File: config.mk
export PLATFORM = sky130hd
export DESIGN_NAME = sc_level_tracker
export DESIGN_NICKNAME = d
export VERILOG_FILES = /design/src/rtl/sc_level_tracker_pkg.sv /design/src/rtl/sc_level_tracker_edge.sv /design/src/rtl/sc_level_tracker.sv
export SDC_FILE = /design/constraint.sdc
export NUM_CORES = 1
export LEC_CHECK = 0
export CAP_MARGIN = 25
export CELL_PAD_IN_SITES_DETAIL_PLACEMENT = 0
export CELL_PAD_IN_SITES_GLOBAL_PLACEMENT = 1
export CORE_AREA = 5 5 46 52
export DETAILED_ROUTE_END_ITERATION = 7
export DIE_AREA = 0 0 51 57
export PLACE_DENSITY_LB_ADDON = 0.1
export SLEW_MARGIN = 10
export SYNTH_ARGS = -nofsm -noshare
export SYNTH_HDL_FRONTEND = slang
export SYNTH_HIERARCHICAL = 1
export SYNTH_SLANG_ARGS = --single-unit
File: constraint.sdc
create_clock -name SC_LEVELTRACKER_CLOCK_50 -period 4.5 [get_ports SC_LEVELTRACKER_CLOCK_50]
set_clock_uncertainty 0.05 [all_clocks]
set_input_delay 0.45 -clock SC_LEVELTRACKER_CLOCK_50 [delete_from_list [all_inputs] [get_ports SC_LEVELTRACKER_CLOCK_50]]
set_output_delay 0.45 -clock SC_LEVELTRACKER_CLOCK_50 [all_outputs]
set_load 0.02 [all_outputs]
File: src/rtl/sc_level_tracker_pkg.sv
// Shared definitions for the Frogger level/progress tracker: FSM state encoding
// and the saturating accumulator helper used by the optional score feature.
package sc_level_tracker_pkg;

    localparam int STATE_WIDTH = 2;

    typedef enum logic [STATE_WIDTH-1:0] {
        IDLE       = 2'b00,
        PLAY       = 2'b01,
        LEVEL_DONE = 2'b10,
        WON        = 2'b11
    } trackerState_e;

    // Operands are zero-extended by the caller; the result is clamped at maxVal.
    function automatic logic [31:0] satAdd(input logic [31:0] acc,
                                           input logic [31:0] inc,
                                           input logic [31:0] maxVal);
        logic [32:0] sum;
        sum = {1'b0, acc} + {1'b0, inc};
        return (sum > {1'b0, maxVal}) ? maxVal : sum[31:0];
    endfunction

endpackage

File: src/rtl/sc_level_tracker_edge.sv
// Registered-history edge detector with selectable polarity and reset value of the
// history register; the event is combinational from history and the live input.
module sc_level_tracker_edge #(
    parameter bit FALLING   = 1'b1,
    parameter bit RESET_VAL = 1'b1
) (
    input  logic SC_LEVELTRACKEREDGE_CLOCK_50,
    input  logic SC_LEVELTRACKEREDGE_RESET_InHigh,
    input  logic SC_LEVELTRACKEREDGE_Signal_in,
    output logic SC_LEVELTRACKEREDGE_Event_out
);

    logic hist;

    always_ff @(posedge SC_LEVELTRACKEREDGE_CLOCK_50) begin
        if (SC_LEVELTRACKEREDGE_RESET_InHigh) begin
            hist <= RESET_VAL;
        end else begin
            hist <= SC_LEVELTRACKEREDGE_Signal_in;
        end
    end

    assign SC_LEVELTRACKEREDGE_Event_out = FALLING ? (hist & ~SC_LEVELTRACKEREDGE_Signal_in)
                                                   : (~hist & SC_LEVELTRACKEREDGE_Signal_in);

endmodule

File: src/rtl/sc_level_tracker.sv
// Frogger level/progress tracker: counts goals per level, advances levels, flags the win.
// Optional score accumulator enabled by defining SC_LEVELTRACKER_SCORE_EN.
module sc_level_tracker
    import sc_level_tracker_pkg::*;
#(
    parameter int PROGRESS_WIDTH  = 5,
    parameter int LEVEL_WIDTH     = 3,
    parameter int GOALS_PER_LEVEL = 5,
    parameter int NUM_LEVELS      = 4,
    parameter int SCORE_WIDTH     = 16
) (
    input  logic                      SC_LEVELTRACKER_CLOCK_50,
    input  logic                      SC_LEVELTRACKER_RESET_InHigh,
    input  logic                      SC_LEVELTRACKER_Start_in,
    input  logic                      SC_LEVELTRACKER_Goal_InLow,
    input  logic                      SC_LEVELTRACKER_ClearProgress_in,
    input  logic                      SC_LEVELTRACKER_Abort_in,
    output logic [PROGRESS_WIDTH-1:0] SC_LEVELTRACKER_Progress_OutBus,
    output logic [LEVEL_WIDTH-1:0]    SC_LEVELTRACKER_Level_OutBus,
    output logic                      SC_LEVELTRACKER_LevelUp_out,
    output logic                      SC_LEVELTRACKER_GameWon_out,
    output logic [STATE_WIDTH-1:0]    SC_LEVELTRACKER_State_OutBus
`ifdef SC_LEVELTRACKER_SCORE_EN
    ,
    output logic [SCORE_WIDTH-1:0]    SC_LEVELTRACKER_Score_OutBus
`endif
);

    localparam logic [PROGRESS_WIDTH-1:0] LAST_GOAL  = PROGRESS_WIDTH'(GOALS_PER_LEVEL - 1);
    localparam logic [LEVEL_WIDTH-1:0]    LAST_LEVEL = LEVEL_WIDTH'(NUM_LEVELS - 1);

    trackerState_e             state, stateNext;
    logic [PROGRESS_WIDTH-1:0] progress, progressNext;
    logic [LEVEL_WIDTH-1:0]    level, levelNext;
    logic                      goalEvt;
    logic                      goalAccepted;
    logic                      scoreClear;

    sc_level_tracker_edge #(
        .FALLING   (1'b1),
        .RESET_VAL (1'b1)
    ) uGoalEdge (
        .SC_LEVELTRACKEREDGE_CLOCK_50    (SC_LEVELTRACKER_CLOCK_50),
        .SC_LEVELTRACKEREDGE_RESET_InHigh(SC_LEVELTRACKER_RESET_InHigh),
        .SC_LEVELTRACKEREDGE_Signal_in   (SC_LEVELTRACKER_Goal_InLow),
        .SC_LEVELTRACKEREDGE_Event_out   (goalEvt)
    );

    always_ff @(posedge SC_LEVELTRACKER_CLOCK_50) begin
        if (SC_LEVELTRACKER_RESET_InHigh) begin
            state    <= IDLE;
            progress <= '0;
            level    <= '0;
        end else begin
            state    <= stateNext;
            progress <= progressNext;
            level    <= levelNext;
        end
    end

    always_comb begin
        stateNext    = state;
        progressNext = progress;
        levelNext    = level;
        goalAccepted = 1'b0;
        scoreClear   = 1'b0;
        case (state)
            IDLE: begin
                progressNext = '0;
                levelNext    = '0;
                if (SC_LEVELTRACKER_Start_in) begin
                    stateNext  = PLAY;
                    scoreClear = 1'b1;
                end
            end
            PLAY: begin
                if (SC_LEVELTRACKER_Abort_in) begin
                    stateNext    = IDLE;
                    progressNext = '0;
                    levelNext    = '0;
                    scoreClear   = 1'b1;
                end else if (SC_LEVELTRACKER_ClearProgress_in) begin
                    progressNext = '0;
                end else if (goalEvt) begin
                    goalAccepted = 1'b1;
                    if (progress >= LAST_GOAL) begin
                        progressNext = '0;
                        stateNext    = LEVEL_DONE;
                    end else begin
                        progressNext = progress + PROGRESS_WIDTH'(1);
                    end
                end
            end
            LEVEL_DONE: begin
                if (SC_LEVELTRACKER_Abort_in) begin
                    stateNext    = IDLE;
                    progressNext = '0;
                    levelNext    = '0;
                    scoreClear   = 1'b1;
                end else if (level == LAST_LEVEL) begin
                    stateNext = WON;
                end else begin
                    levelNext = level + LEVEL_WIDTH'(1);
                    stateNext = PLAY;
                end
            end
            WON: begin
                progressNext = '0;
                levelNext    = LAST_LEVEL;
                // Abort outranks a simultaneous restart.
                if (SC_LEVELTRACKER_Abort_in) begin
                    stateNext  = IDLE;
                    levelNext  = '0;
                    scoreClear = 1'b1;
                end else if (SC_LEVELTRACKER_Start_in) begin
                    stateNext  = PLAY;
                    levelNext  = '0;
                    scoreClear = 1'b1;
                end
            end
            default: begin
                stateNext    = IDLE;
                progressNext = '0;
                levelNext    = '0;
            end
        endcase
    end

    assign SC_LEVELTRACKER_Progress_OutBus = progress;
    assign SC_LEVELTRACKER_Level_OutBus    = level;
    assign SC_LEVELTRACKER_LevelUp_out     = (state == LEVEL_DONE);
    assign SC_LEVELTRACKER_GameWon_out     = (state == WON);
    assign SC_LEVELTRACKER_State_OutBus    = state;

`ifdef SC_LEVELTRACKER_SCORE_EN
    localparam logic [SCORE_WIDTH-1:0] SCORE_MAX = '1;

    logic [SCORE_WIDTH-1:0] score;

    // The final goal of a level scores with the level index before it advances.
    always_ff @(posedge SC_LEVELTRACKER_CLOCK_50) begin
        if (SC_LEVELTRACKER_RESET_InHigh || scoreClear) begin
            score <= '0;
        end else if (goalAccepted) begin
            score <= SCORE_WIDTH'(satAdd(32'(score), 32'(level) + 32'd1, 32'(SCORE_MAX)));
        end
    end

    assign SC_LEVELTRACKER_Score_OutBus = score;
`else
    logic unusedScore;
    assign unusedScore = ^{goalAccepted, scoreClear, 32'(SCORE_WIDTH)};
`endif

endmodule

Word-level counts from Yosys, hierarchy flattened
Index checks and enable logic that the tools add are counted.
- reductions and logical operators: 5
- mux-type cells: 21
- add/subtract/negate cells: 2
- magnitude comparators: 1
- eq/ne operators: 11
- bitwise logic cells: 2
- operators by type and width (operator ; count):
    5-bit 2-to-1 mux ; 5
    2-bit 2-to-1 mux ; 10
    5-bit one-hot mux with 3 select lines ; 1
    3-bit inequality test, second input constant ; 4
    3-bit one-hot mux with 4 select lines ; 1
    3-bit 2-to-1 mux ; 3
    2-bit one-hot mux with 4 select lines ; 1
    5-bit by 1-bit adder with 5-bit output, second input constant ; 1
    5-bit by 3-bit >= comparator with 1-bit output, second input constant ; 1
    2-bit equality test, second input constant ; 2
    2-bit inequality test, second input constant ; 2
    4-bit inequality test, second input constant ; 1
    2-bit AND reduction ; 2
    3-bit by 1-bit adder with 3-bit output, second input constant ; 1
    3-bit by 2-bit equality test with 1-bit output, second input constant ; 1
    3-bit AND reduction ; 1
    2-bit by 1-bit equality test with 1-bit output, second input constant ; 1
    2-bit zero test ; 1
    2-bit OR reduction ; 1
    1-bit bitwise AND ; 1
    1-bit NOT ; 1
- logic and storage cells: 46
- input bits: 6
- register bits: 11

Logic depth before layout (Yosys ltp)
- word-level depth: 6
- gate-level depth with buffers: 5

By module
The synthesis kept the hierarchy.
- by module, submodules not included (module ; area each (sq um) ; instances ; sequential area each (sq um) ; cells an instance):
    sc_level_tracker ; 580.6 ; 1 ; 200.2 ; 64
    sc_level_tracker_edge ; 35.0 ; 1 ; 20.0 ; 3

Worst setup path after synthesis
OpenSTA, ideal clock, no wires.
- kind: in2reg
- start point: in SC_LEVELTRACKER_Goal_InLow
- end point: reg progress[0] (netlist: SC_LEVELTRACKER_Progress_OutBus[0])
- stages: 4
- arrival: 1.530 ns
- slack: 2.848 ns
- setup time: 0.072 ns
- path through: and2b_2 or4b_4 a21oi_4 mux2i_1
- word-level cells in the longest chain between the ends: 4
- RTL lines (what ; RTL line ; source):
    start, declared ; sc_level_tracker.sv:15 ; input logic SC_LEVELTRACKER_Goal_InLow,
    1-bit NOT ; sc_level_tracker_edge.sv:23 ; assign SC_LEVELTRACKEREDGE_Event_out = FALLING ? (hist & ~SC_LEVELTRACKEREDGE_Signal_in)
    1-bit bitwise AND ; sc_level_tracker_edge.sv:23 ;
    4-bit inequality test (no source line) ; -- ;
    2-bit AND reduction (no source line) ; -- ;
    end signal, assigned ; sc_level_tracker.sv:56 ; progress <= progressNext;
    end, declared ; sc_level_tracker.sv:33 ; logic [PROGRESS_WIDTH-1:0] progress, progressNext;
Every way passes these cells.
A chain may end at the register's enable or synchronous reset.

Final worst setup path
- start point: reg state[1] (netlist: SC_LEVELTRACKER_State_OutBus[1])
- end point: out SC_LEVELTRACKER_LevelUp_out
- word-level cells in the longest chain between the ends: 1
- RTL lines (what ; RTL line ; source):
    start, declared ; sc_level_tracker.sv:32 ; trackerState_e state, stateNext;
    start signal, assigned ; sc_level_tracker.sv:55 ; state <= stateNext;
    2-bit equality test ; sc_level_tracker.sv:131 ; assign SC_LEVELTRACKER_LevelUp_out = (state == LEVEL_DONE);
    end, declared ; sc_level_tracker.sv:20 ; output logic SC_LEVELTRACKER_LevelUp_out,
Every way passes these cells.

==> metrics.cfg <==
[outcome]
status=finished, final reports clean

[setup_path]
critPathLaunchType=register
cp.buffers_inverters=2
cp_slowest_cell=clkdlybuf4s50_1
crit_fanout=13
rr_worst_depth=3
cp-end-kind=primary output
slowest_delay_ns=0.59
path_class=reg -> out
cp.required_ns=4.00
cp.arrival_ns=1.81
r2r_start=SC_LEVELTRACKER_State_OutBus[0]
r2r_end=SC_LEVELTRACKER_Progress_OutBus[2]
path_delay_family=buffers and inverters
reg2reg_slack_ns=2.86
worstPathCellList=or2b_1 > inv_1 > clkdlybuf4s50_1

[synthesis]
yosysWarningCount=6
synth-edff-count=0
yosysMostFrequentCell=dfxtp_1
syn_area_per_cell_um2=9.19
ys_ff_latch=11
synth_common_cells=dfxtp_1 (11), o21ai_0 (7), a21oi_1 (5), inv_1 (5)
netlist_instances=67
synthArstFlopShare_pct=0
yosys.area.top_type=dfxtp_1
synth_ff_type=dfxtp_1
netlist.area_leader.share_pct=35.8
synth_fp_nets=77
synth_area_leaders=dfxtp_1 (36%), ha_1 (8.1%), o21ai_0 (5.7%)
ys_seq_area_share_pct=35.8
synthDistinctLibCells=26
syn_area_um2=616

[global_routing]
grt_pass1_wl_mm=2.19
grt-busiest-layer=met2
grt_max_degree=15
grt_pass1_vias=539
global_route.usage.met3_pct=2.61
antenna_found_initial=0
grt_util_met2_pct=16.6
grt_overflow=0
grt.total_usage_pct=9.86
grt_use_met1_pct=11.0

[hold_path]
holdCritStartpoint=SC_LEVELTRACKER_Level_OutBus[2]
hp-class=reg -> reg
worstHoldEndpoint=SC_LEVELTRACKER_Level_OutBus[2]
hold_depth=2

[pwr]
seqPwrFrac_pct=54.1
ir_drop_mv=0.125
pwr-share-comb_pct=10.0
p_switching_w=0.0000428
p_leak_nw=0.298
power_frac_clock_pct=36.0
power_w=0.000187
cellPowerDensity_nw_per_um2=225
power.internal_w=0.000144
switching_share_pct=23.0

[floorplan]
dieWidth_um=51
row_count=17
start_util_pct=32.5
die_h_um=57
dieArea_um2=2910
ios=18
core_um2=1890

[sta]
period_needed_ns=2.31
final_hold_viol_count=0
rsz0062_at_grt=false
setup_tns_ns=0
fin_crit_sh_pct=51.3
max_freq_mhz=433
slew_headroom_pct=61.5
tightest_slew_ns=0.573
setup_viol=0
slew_viol_final=0

[final_layout]
fin_nets=97
diodes=0
drive_gt1_share_pct=9.30
area.growth.synth_to_final_pct=34.6
fin_area_um2=828

[cts]
cts_tree=built
clk_pin_slew_ns=0.07
clock_sinks=11
post-cts-setup-buffers=0
clock_path_buffers=2
cts.repair.resized=0
cts_root_buf=clkbuf_4
cts_inserted_buffers=3
insertion_delay_ns=0.26
cts-hold-fix-buffers=0
htree_levels=1

[placement]
gp_congestion=0.657
post_dp_cell_area_um2=802
hpwl_um=947
port-buffer-count=17

[routing]
drc=0
viasPerCell=4.91
vias=516
drt_iter0_markers=9
wirelength_mm=1.24
ant_nets=0
wl_per_cell_um=11.8
dr.pass1.iters=2

[run]
maxCapViolations=0

==> routing by layer <==
layer / share of wire (%) / wire length, µm
met5: 0 / 0
met4: 1.5 / 18
met3: 6.0 / 74
met2: 46 / 576
met1: 46 / 569
==> flip-flops by register name, indices dropped and copies added, names as in the netlist <==
name                             cells
SC_LEVELTRACKER_Level_OutBus         3
SC_LEVELTRACKER_Progress_OutBus      5
SC_LEVELTRACKER_State_OutBus         2
uGoalEdge/hist                       1
==> tightest hold or removal path, cell delays in order (launching register included) <==
cell,delay (ns)
dfxtp_1,0.31
o21ai_0,0.07
a21oi_1,0.06
==> power by group through the flow <==
stage | clock [W] | combinational [W] | sequential, W
after floorplan | 0 | 0.00000974 | 0.000103
after global placement | 0 | 0.0000190 | 0.000103
after detailed placement | 0 | 0.0000188 | 0.000103
after CTS | 0.0000710 | 0.0000189 | 0.000101
after global routing | 0.0000749 | 0.0000206 | 0.000101
final | 0.0000671 | 0.0000186 | 0.000101
==> per-stage QoR <==
step / instances / worst slack, ns / utilization, % / hold WS [ns]
2_1_floorplan: 67 / 2.85 / - / 0.469
3_3_place_gp: 101 / 2.33 / 42.4 / 0.433
3_5_place_dp: 101 / 2.31 / 42.4 / 0.428
4_1_cts: 105 / 2.15 / 43.8 / 0.438
5_1_grt: 105 / 2.06 / 43.8 / 0.477
6_report: 105 / 2.19 / 43.8 / 0.432
==> worst max-delay path by stage <==
stage | startpoint | end | slack (ns) | depth (start not counted)
floorplan | SC_LEVELTRACKER_Goal_InLow | SC_LEVELTRACKER_Progress_OutBus[0] | 2.85 | 4
global placement | SC_LEVELTRACKER_Goal_InLow | SC_LEVELTRACKER_Progress_OutBus[0] | 2.33 | 5
detailed placement | SC_LEVELTRACKER_Goal_InLow | SC_LEVELTRACKER_Progress_OutBus[2] | 2.31 | 5
CTS | SC_LEVELTRACKER_State_OutBus[1] | SC_LEVELTRACKER_LevelUp_out | 2.15 | 3
global route | SC_LEVELTRACKER_State_OutBus[1] | SC_LEVELTRACKER_LevelUp_out | 2.06 | 3
finish | SC_LEVELTRACKER_State_OutBus[1] | SC_LEVELTRACKER_LevelUp_out | 2.19 | 3
==> final cells by class <==
cell class	count	area, µm²
repair buffers	17	170
fillers	185	1060
well taps	19	23.8
clock buffers	4	26.3
multi-input cells	49	369
inverters	5	18.8
flip-flops and latches	11	220
==> logic make-up after synthesis <==
kind of cell	count (synthesis)	share of synthesized area [%]
compound gates	14	13.8
fa+ha+maj	4	8.13
buf+inv	7	4.27
flops	11	35.8
mux	3	4.88
simple gates	28	33.1
==> cells in the final DEF (no fill, tap or decap), drive strengths merged <==
master,netlist,final
a21oi,6,6
a2bb2oi,1,1
and2,1,1
and2b,1,1
and3b,3,3
clkbuf,2,4
clkdlybuf4s50,0,17
dfxtp,11,11
ha,4,4
inv,5,5
mux2i,3,3
nand2b,4,4
nand3,1,1
nand4b,2,2
nor2,2,2
nor2b,4,4
nor3,2,2
nor3b,1,1
nor4b,1,1
o21ai,7,7
or2,2,2
or2b,1,1
or3,1,1
or4b,2,2
Note: power is estimated with default switching activity, not from simulation.
